==> src/rtl/csa_mul_sequencer_if.sv <==
// csa_mul_sequencer_if: request/result bundle for the carry-save MUL sequencer.
//   master (ALU side): drives start, signed_op, multiplicand, multiplier
//   slave  (sequencer): drives busy, done, product_hi, product_lo
interface csa_mul_sequencer_if #(parameter int WIDTH = 32);
   logic             start;
   logic             signed_op;
   logic [WIDTH-1:0] multiplicand;
   logic [WIDTH-1:0] multiplier;
   logic             busy;
   logic             done;
   logic [WIDTH-1:0] product_hi;
   logic [WIDTH-1:0] product_lo;
   modport master (output start, signed_op, multiplicand, multiplier,
                   input  busy, done, product_hi, product_lo);
   modport slave  (input  start, signed_op, multiplicand, multiplier,
                   output busy, done, product_hi, product_lo);
endinterface

==> src/rtl/csa_mul_sequencer.sv <==
// csa_mul_sequencer: multi-cycle multiplier using a shared 7:3 carry-save reducer.
//   clk   rising-edge clock
//   clr_n asynchronous active-low reset
//   m     slave side of csa_mul_sequencer_if (start/operands in, busy/done/product out)
module csa_mul_sequencer #(
   parameter int WIDTH        = 32,
   parameter int PP_PER_CYCLE = 4
) (
   input logic                clk,
   input logic                clr_n,
   csa_mul_sequencer_if.slave m
);
   localparam int W2     = 2 * WIDTH;
   localparam int GROUPS = WIDTH / PP_PER_CYCLE;
   localparam int KW     = $clog2(GROUPS + 1);

   if (PP_PER_CYCLE < 1 || PP_PER_CYCLE > 4 || WIDTH % PP_PER_CYCLE != 0) begin : g_bad_params
      $error("csa_mul_sequencer: illegal WIDTH/PP_PER_CYCLE");
   end

   typedef enum logic [2:0] {IDLE, PREP, REDUCE, FINAL, DONE} state_t;

   state_t          state;
   logic [WIDTH-1:0] a_reg, b_reg;
   logic            sgn, neg;
   logic [W2-1:0]   a_sh;
   logic [WIDTH-1:0] b_sh;
   logic [W2-1:0]   s, c1, c2;
   logic [KW-1:0]   k;

   logic [W2-1:0]   rows [7];
   logic [W2-1:0]   s_n, c1_w, c2_w, c1_n, c2_n, pp_sum, sum3, prod;
   logic [2:0]      cnt;

   // a_sh/b_sh walk across the operands so each REDUCE cycle sees the next
   // group of multiplier bits at b_sh[0 +: PP_PER_CYCLE] with a_sh pre-shifted.
   always_comb begin
      rows[0] = s;
      rows[1] = c1;
      rows[2] = c2;
      for (int r = 3; r < 7; r++) rows[r] = '0;
      for (int p = 0; p < PP_PER_CYCLE; p++) rows[3+p] = b_sh[p] ? a_sh << p : '0;
      s_n    = '0;
      c1_w   = '0;
      c2_w   = '0;
      pp_sum = '0;
      cnt    = '0;
      for (int i = 0; i < W2; i++) begin
         cnt = '0;
         for (int r = 0; r < 7; r++) cnt = cnt + {2'b0, rows[i < 0 ? 0 : r][i]};
         s_n[i]  = cnt[0];
         c1_w[i] = cnt[1];
         c2_w[i] = cnt[2];
      end
      c1_n = c1_w << 1;
      c2_n = c2_w << 2;
      for (int r = 3; r < 7; r++) pp_sum = pp_sum + rows[r];
      sum3 = s + c1 + c2;
      prod = neg ? -sum3 : sum3;
   end

   always_ff @(posedge clk or negedge clr_n) begin
      if (!clr_n) begin
         state        <= IDLE;
         a_reg        <= '0;
         b_reg        <= '0;
         sgn          <= 1'b0;
         neg          <= 1'b0;
         a_sh         <= '0;
         b_sh         <= '0;
         s            <= '0;
         c1           <= '0;
         c2           <= '0;
         k            <= '0;
         m.busy       <= 1'b0;
         m.done       <= 1'b0;
         m.product_hi <= '0;
         m.product_lo <= '0;
      end else begin
         case (state)
            // DONE also accepts a new request so back-to-back ops lose no cycle
            IDLE, DONE: begin
               m.done <= 1'b0;
               m.busy <= m.start;
               state  <= m.start ? PREP : IDLE;
               if (m.start) begin
                  a_reg <= m.multiplicand;
                  b_reg <= m.multiplier;
                  sgn   <= m.signed_op;
               end
            end
            PREP: begin
               a_sh  <= {{WIDTH{1'b0}}, (sgn & a_reg[WIDTH-1]) ? -a_reg : a_reg};
               b_sh  <= (sgn & b_reg[WIDTH-1]) ? -b_reg : b_reg;
               neg   <= sgn & (a_reg[WIDTH-1] ^ b_reg[WIDTH-1]);
               s     <= '0;
               c1    <= '0;
               c2    <= '0;
               k     <= '0;
               state <= REDUCE;
            end
            REDUCE: begin
               s     <= s_n;
               c1    <= c1_n;
               c2    <= c2_n;
               a_sh  <= a_sh << PP_PER_CYCLE;
               b_sh  <= b_sh >> PP_PER_CYCLE;
               k     <= k + 1'b1;
               state <= (k == KW'(GROUPS - 1)) ? FINAL : REDUCE;
            end
            FINAL: begin
               {m.product_hi, m.product_lo} <= prod;
               m.done <= 1'b1;
               state  <= DONE;
            end
            default: state <= IDLE;
         endcase
      end
   end

   // The reducer must conserve the row sum, so S+C1+C2 tracks the partial products taken so far.
   a_csa_conserve: assert property (@(posedge clk) disable iff (!clr_n)
      (state == REDUCE) |-> (s_n + c1_n + c2_n == s + c1 + c2 + pp_sum));
endmodule

==> src/flat_wrapper.sv <==
// flat-port wrapper written by rule: the top's interface ports become plain ports
module csa_mul_sequencer_flat 
#(
   parameter int WIDTH        = 32,
   parameter int PP_PER_CYCLE = 4
)
  (clk, clr_n, m_start, m_signed_op, m_multiplicand, m_multiplier, m_busy, m_done, m_product_hi, m_product_lo);
  csa_mul_sequencer_if #(.WIDTH(WIDTH)) m_i ();
  input logic clk;
  input logic clr_n;
  input wire logic [$bits(m_i.start)-1:0] m_start;
  input wire logic [$bits(m_i.signed_op)-1:0] m_signed_op;
  input wire logic [$bits(m_i.multiplicand)-1:0] m_multiplicand;
  input wire logic [$bits(m_i.multiplier)-1:0] m_multiplier;
  output wire logic [$bits(m_i.busy)-1:0] m_busy;
  output wire logic [$bits(m_i.done)-1:0] m_done;
  output wire logic [$bits(m_i.product_hi)-1:0] m_product_hi;
  output wire logic [$bits(m_i.product_lo)-1:0] m_product_lo;
  assign m_i.start = m_start;
  assign m_i.signed_op = m_signed_op;
  assign m_i.multiplicand = m_multiplicand;
  assign m_i.multiplier = m_multiplier;
  assign m_busy = m_i.busy;
  assign m_done = m_i.done;
  assign m_product_hi = m_i.product_hi;
  assign m_product_lo = m_i.product_lo;
  csa_mul_sequencer #(.WIDTH(WIDTH), .PP_PER_CYCLE(PP_PER_CYCLE)) u_core (.clk(clk), .clr_n(clr_n), .m(m_i));
endmodule
==> config.mk <==
export PLATFORM = sky130hd
export DESIGN_NAME = csa_mul_sequencer_flat
export DESIGN_NICKNAME = d
export VERILOG_FILES = /design/src/rtl/csa_mul_sequencer_if.sv /design/src/rtl/csa_mul_sequencer.sv /design/src/flat_wrapper.sv
export SDC_FILE = /design/constraint.sdc
export NUM_CORES = 2
export LEC_CHECK = 0
export ABC_AREA = 1
export CAP_MARGIN = 10
export CORE_ASPECT_RATIO = 2
export CORE_MARGIN = 2
export CORE_UTILIZATION = 63
export DETAILED_ROUTE_END_ITERATION = 10
export HOLD_SLACK_MARGIN = 0.05
export PLACE_DENSITY = 0.82
export SYNTH_ARGS = -nofsm -noshare
export SYNTH_HDL_FRONTEND = slang
export SYNTH_SLANG_ARGS = --single-unit
==> constraint.sdc <==
create_clock -name clk -period 4.23 [get_ports clk]
set_input_delay 0.846 -clock clk [delete_from_list [all_inputs] [get_ports clk]]
set_output_delay 0.846 -clock clk [all_outputs]
set_load 0.05 [all_outputs]
==> summary.txt <==
Run status
  – Status: complete, no violations

Clock tree
  – Clk buf depth: 3
  – Hold-fix buffers at CTS: 0
  – Worst-skew pair later-pin latency: 590 ps
  – H-tree Lvls: 2
  – Clock-pin slew of the registers on the worst-case setup and hold paths: 70 ps
  – Clock root buffer: clkbuf_16
  – Total CTS buffers: 39
  – CTS tree: built
  – CTS Sinks: 423

Critical path
  – R2r startpoint: u_core.s[11]
  – CP startpoint: u_core.s[11]
  – FF-to-FF setup slack: 130 ps
  – Reg-to-reg endpoint: u_core.m.product_hi[12]
  – Crit end category: register
  – Crit-path max FO: 5
  – Critical Path Source Type: register
  – Kind of critical path: register to register
  – Critical path arrival: 4560 ps
  – CP required: 4700 ps
  – R2R depth: 21
  – CP Capture Point: u_core.m.product_hi[12]

STA
  – RSZ-0062 raised after global routing: false
  – Clk_skew: 23.0 ps
  – Actual slew at the worst max-slew pin: 1200 ps
  – Final Hold Vio Count: 0
  – Period utilisation layout: 0.968
  – Slew Viols, Final: 0
  – Setup TNS: 0 ps
  – Fin crit period: 4100 ps
  – Slew headroom: 0.201
  – Max Clock Freq: 0.244 GHz
  – Final setup violation count: 0

Floorplan
  – Io pins: 134
  – Die area: 0.0582 sq mm
  – Rows: 122
  – Starting density of the core: 0.638
  – Core ar.: 0.0554 sq mm
  – Die W: 172 um
  – Die H: 339 um

Synthesis
  – Share of flip-flops with an asynchronous set or reset: 1.00
  – Post-Synthesis Cells: 4615
  – Post-synthesis average cell area: 7.66 sq um
  – Distinct cell type count of the synthesized netlist: 48
  – Seq/Total Area, Yosys: 0.299
  – Yosys warns: 0
  – Syn nets: 5174
  – Most used flip-flop cell after synthesis: dfrtp_1
  – Post-synth top cells: 1369 x nand2_1, 916 x inv_1, 423 x dfrtp_1, 319 x nor2_1, 247 x ha_1
  – Cell area after synthesis: 0.0354 sq mm
  – Most numerous cell in the Yosys netlist: nand2_1
  – Synthesis-stage register bit count: 423
  – Yosys top cell area share: 0.299
  – Area contributors post-synth: dfrtp_1 30%, nand2_1 15%, fa_1 14%
  – Yosys top cell by area: dfrtp_1
  – Post-synth EDFFs: 0

Global route
  – GR Overflow Total: 0
  – Initial antenna violation count: 2
  – Total GRT Usage: 0.370
  – Global-route wire length before repair: 167000 um
  – Pin count of the biggest net entering global routing: 162
  – Number of global-route vias before repair: 33000

Route
  – Vias: 31600
  – 1st-iter DRT viols: 2226
  – Post-route DRC violation count: 0
  – Antenna viol nets, final: 0
  – Vias per inst: 5.74
  – Drt wl/cell: 18.8 um
  – Routed WL: 103000 um
  – Drt first pass iters: 6

Hold path
  – Worst min-delay path class: primary input to async pin

Power and ir drop
  – P per Cell Area: 722 mW/mm^2
  – LEAKAGE: 21.9 nW
  – Overall Power: 28.3 mW
  – VDD IR max: 678 uV

Place
  – HPWL after detailed placement: 79000 um
  – RD Place Congestion: 1.05
  – IO Port Bufs: 133
  – Inst Count DP: 5427

Run
  – Max Cap Violations: 0

Final layout
  – Fin util: 0.707
  – Fin nets: 5285
  – Fill count: 4427
  – Non-filler instance count after layout: 5501
  – P&R area growth vs syn: 10.9%
  – Share of layout cells above drive strength 1: 0.0566
  – Top Registers: u_core.a_sh: 64 flops, u_core.s: 64 flops, u_core.c1: 63 flops
kinds of logic after synthesis:
kind of cell | synth area share
XOR/XNOR | 0.0213
AND/OR/NAND/NOR | 0.234
AO/OA/AOI/OAI | 0.0998
buffers and inverters | 0.112
flip-flops | 0.299
adder cells (fa/ha/maj) | 0.226
multiplexers | 0.00796
per-layer routing:
| metal | global-route usage | up-vias | wire length [um] |
|---|---|---|---|
| li1 | - | 14700 | - |
| met1 | 0.401 | 15100 | 35400 |
| met2 | 0.643 | 1342 | 52000 |
| met3 | 0.0632 | 506 | 6800 |
| met4 | 0.263 | 0 | 9020 |
| met5 | 0 | - | 0 |
cell type report:
type	instances	area (sq um)	share of cell area
Multi-Input combinational cell	3138	20900	0.534
Sequential cell	423	10600	0.270
Inverter	921	3460	0.0883
Timing Repair Buffer	203	1990	0.0507
Clock buffer	53	1070	0.0273
Tap cell	744	931	0.0237
Clock inverter	17	238	0.00606
Antenna cell	2	5.00	0.000128
stage by stage:
step,instance area [sq um],hold slack [ps],setup WS (ps)
2_1_floorplan,35400,440,1090
3_5_place_dp,37800,463,143
3_3_place_gp,37800,456,81.3
4_1_cts,39100,275,96.7
5_1_grt,39200,289,11.8
6_report,39200,222,134
worst max-delay path, stage by stage, from the launching register on:
cell	delay, ps
dfrtp_1	450
fa_1	520
ha_1	420
nand2_1	160
nor2_2	210
nand3_1	140
nand3_2	180
nand2_2	70
nand2_1	200
nand2_1	130
nand2_1	100
nand2_1	50
nand2_1	190
nand2_1	100
nor2_1	200
nand2_1	130
inv_2	200
nand4_1	180
nand2_1	120
nand2_1	60
nand3_1	80
nand2_1	50
worst min-delay path by stage:
| stage | startpoint | endpoint | slack [ps] | cells past startpoint |
|---|---|---|---|---|
| floorplan | u_core.k[3] | u_core.k[3] | 440 | 1 |
| global placement | u_core.k[3] | u_core.k[3] | 460 | 1 |
| detailed placement | u_core.k[3] | u_core.k[3] | 460 | 1 |
| CTS | clr_n | u_core.m.product_lo[14] | 270 | 1 |
| global route | clr_n | u_core.m.product_lo[14] | 290 | 1 |
| finish | clr_n | u_core.m.product_lo[14] | 220 | 1 |
cell usage in the layout (no fill, tap or decap), types with 10 or more instances in the layout:
| master | instances |
|---|---|
| clkdlybuf4s50_1 | 132 |
| o22ai_1 | 37 |
| o211ai_1 | 22 |
| buf_12 | 10 |
| inv_1 | 911 |
| nand2_2 | 24 |
| o21ai_1 | 10 |
| nor3_1 | 27 |
| o221ai_1 | 25 |
| nand2_1 | 1365 |
| dfrtp_1 | 418 |
| fa_1 | 243 |
| clkbuf_1 | 10 |
| nand4_1 | 23 |
| xor2_1 | 64 |
| nor2_1 | 308 |
| o32ai_1 | 58 |
| clkbuf_16 | 39 |
| a21oi_1 | 104 |
| nand3b_1 | 11 |
| mux2_2 | 25 |
| xnor2_1 | 22 |
| nor2_2 | 28 |
| o21bai_1 | 10 |
| nand3_1 | 201 |
| o21ai_0 | 95 |
| a22o_1 | 121 |
| ha_1 | 240 |
| nand3_2 | 10 |
| buf_4 | 60 |
where the power goes:
part / leakage [nW] / switching [mW] / internal [mW]
sequential: 5.47 / 1.69 / 5.48
clock: 0.621 / 1.67 / 2.04
combinational: 15.8 / 11.2 / 6.18
what timing repair did:
| item | CTS | global route |
|---|---|---|
| setup buffers | 0 | 2 |
| gates resized for setup | 0 | 29 |
| endpoints found under the setup margin | 0 | 36 |
(Power assumes the default switching activity.)
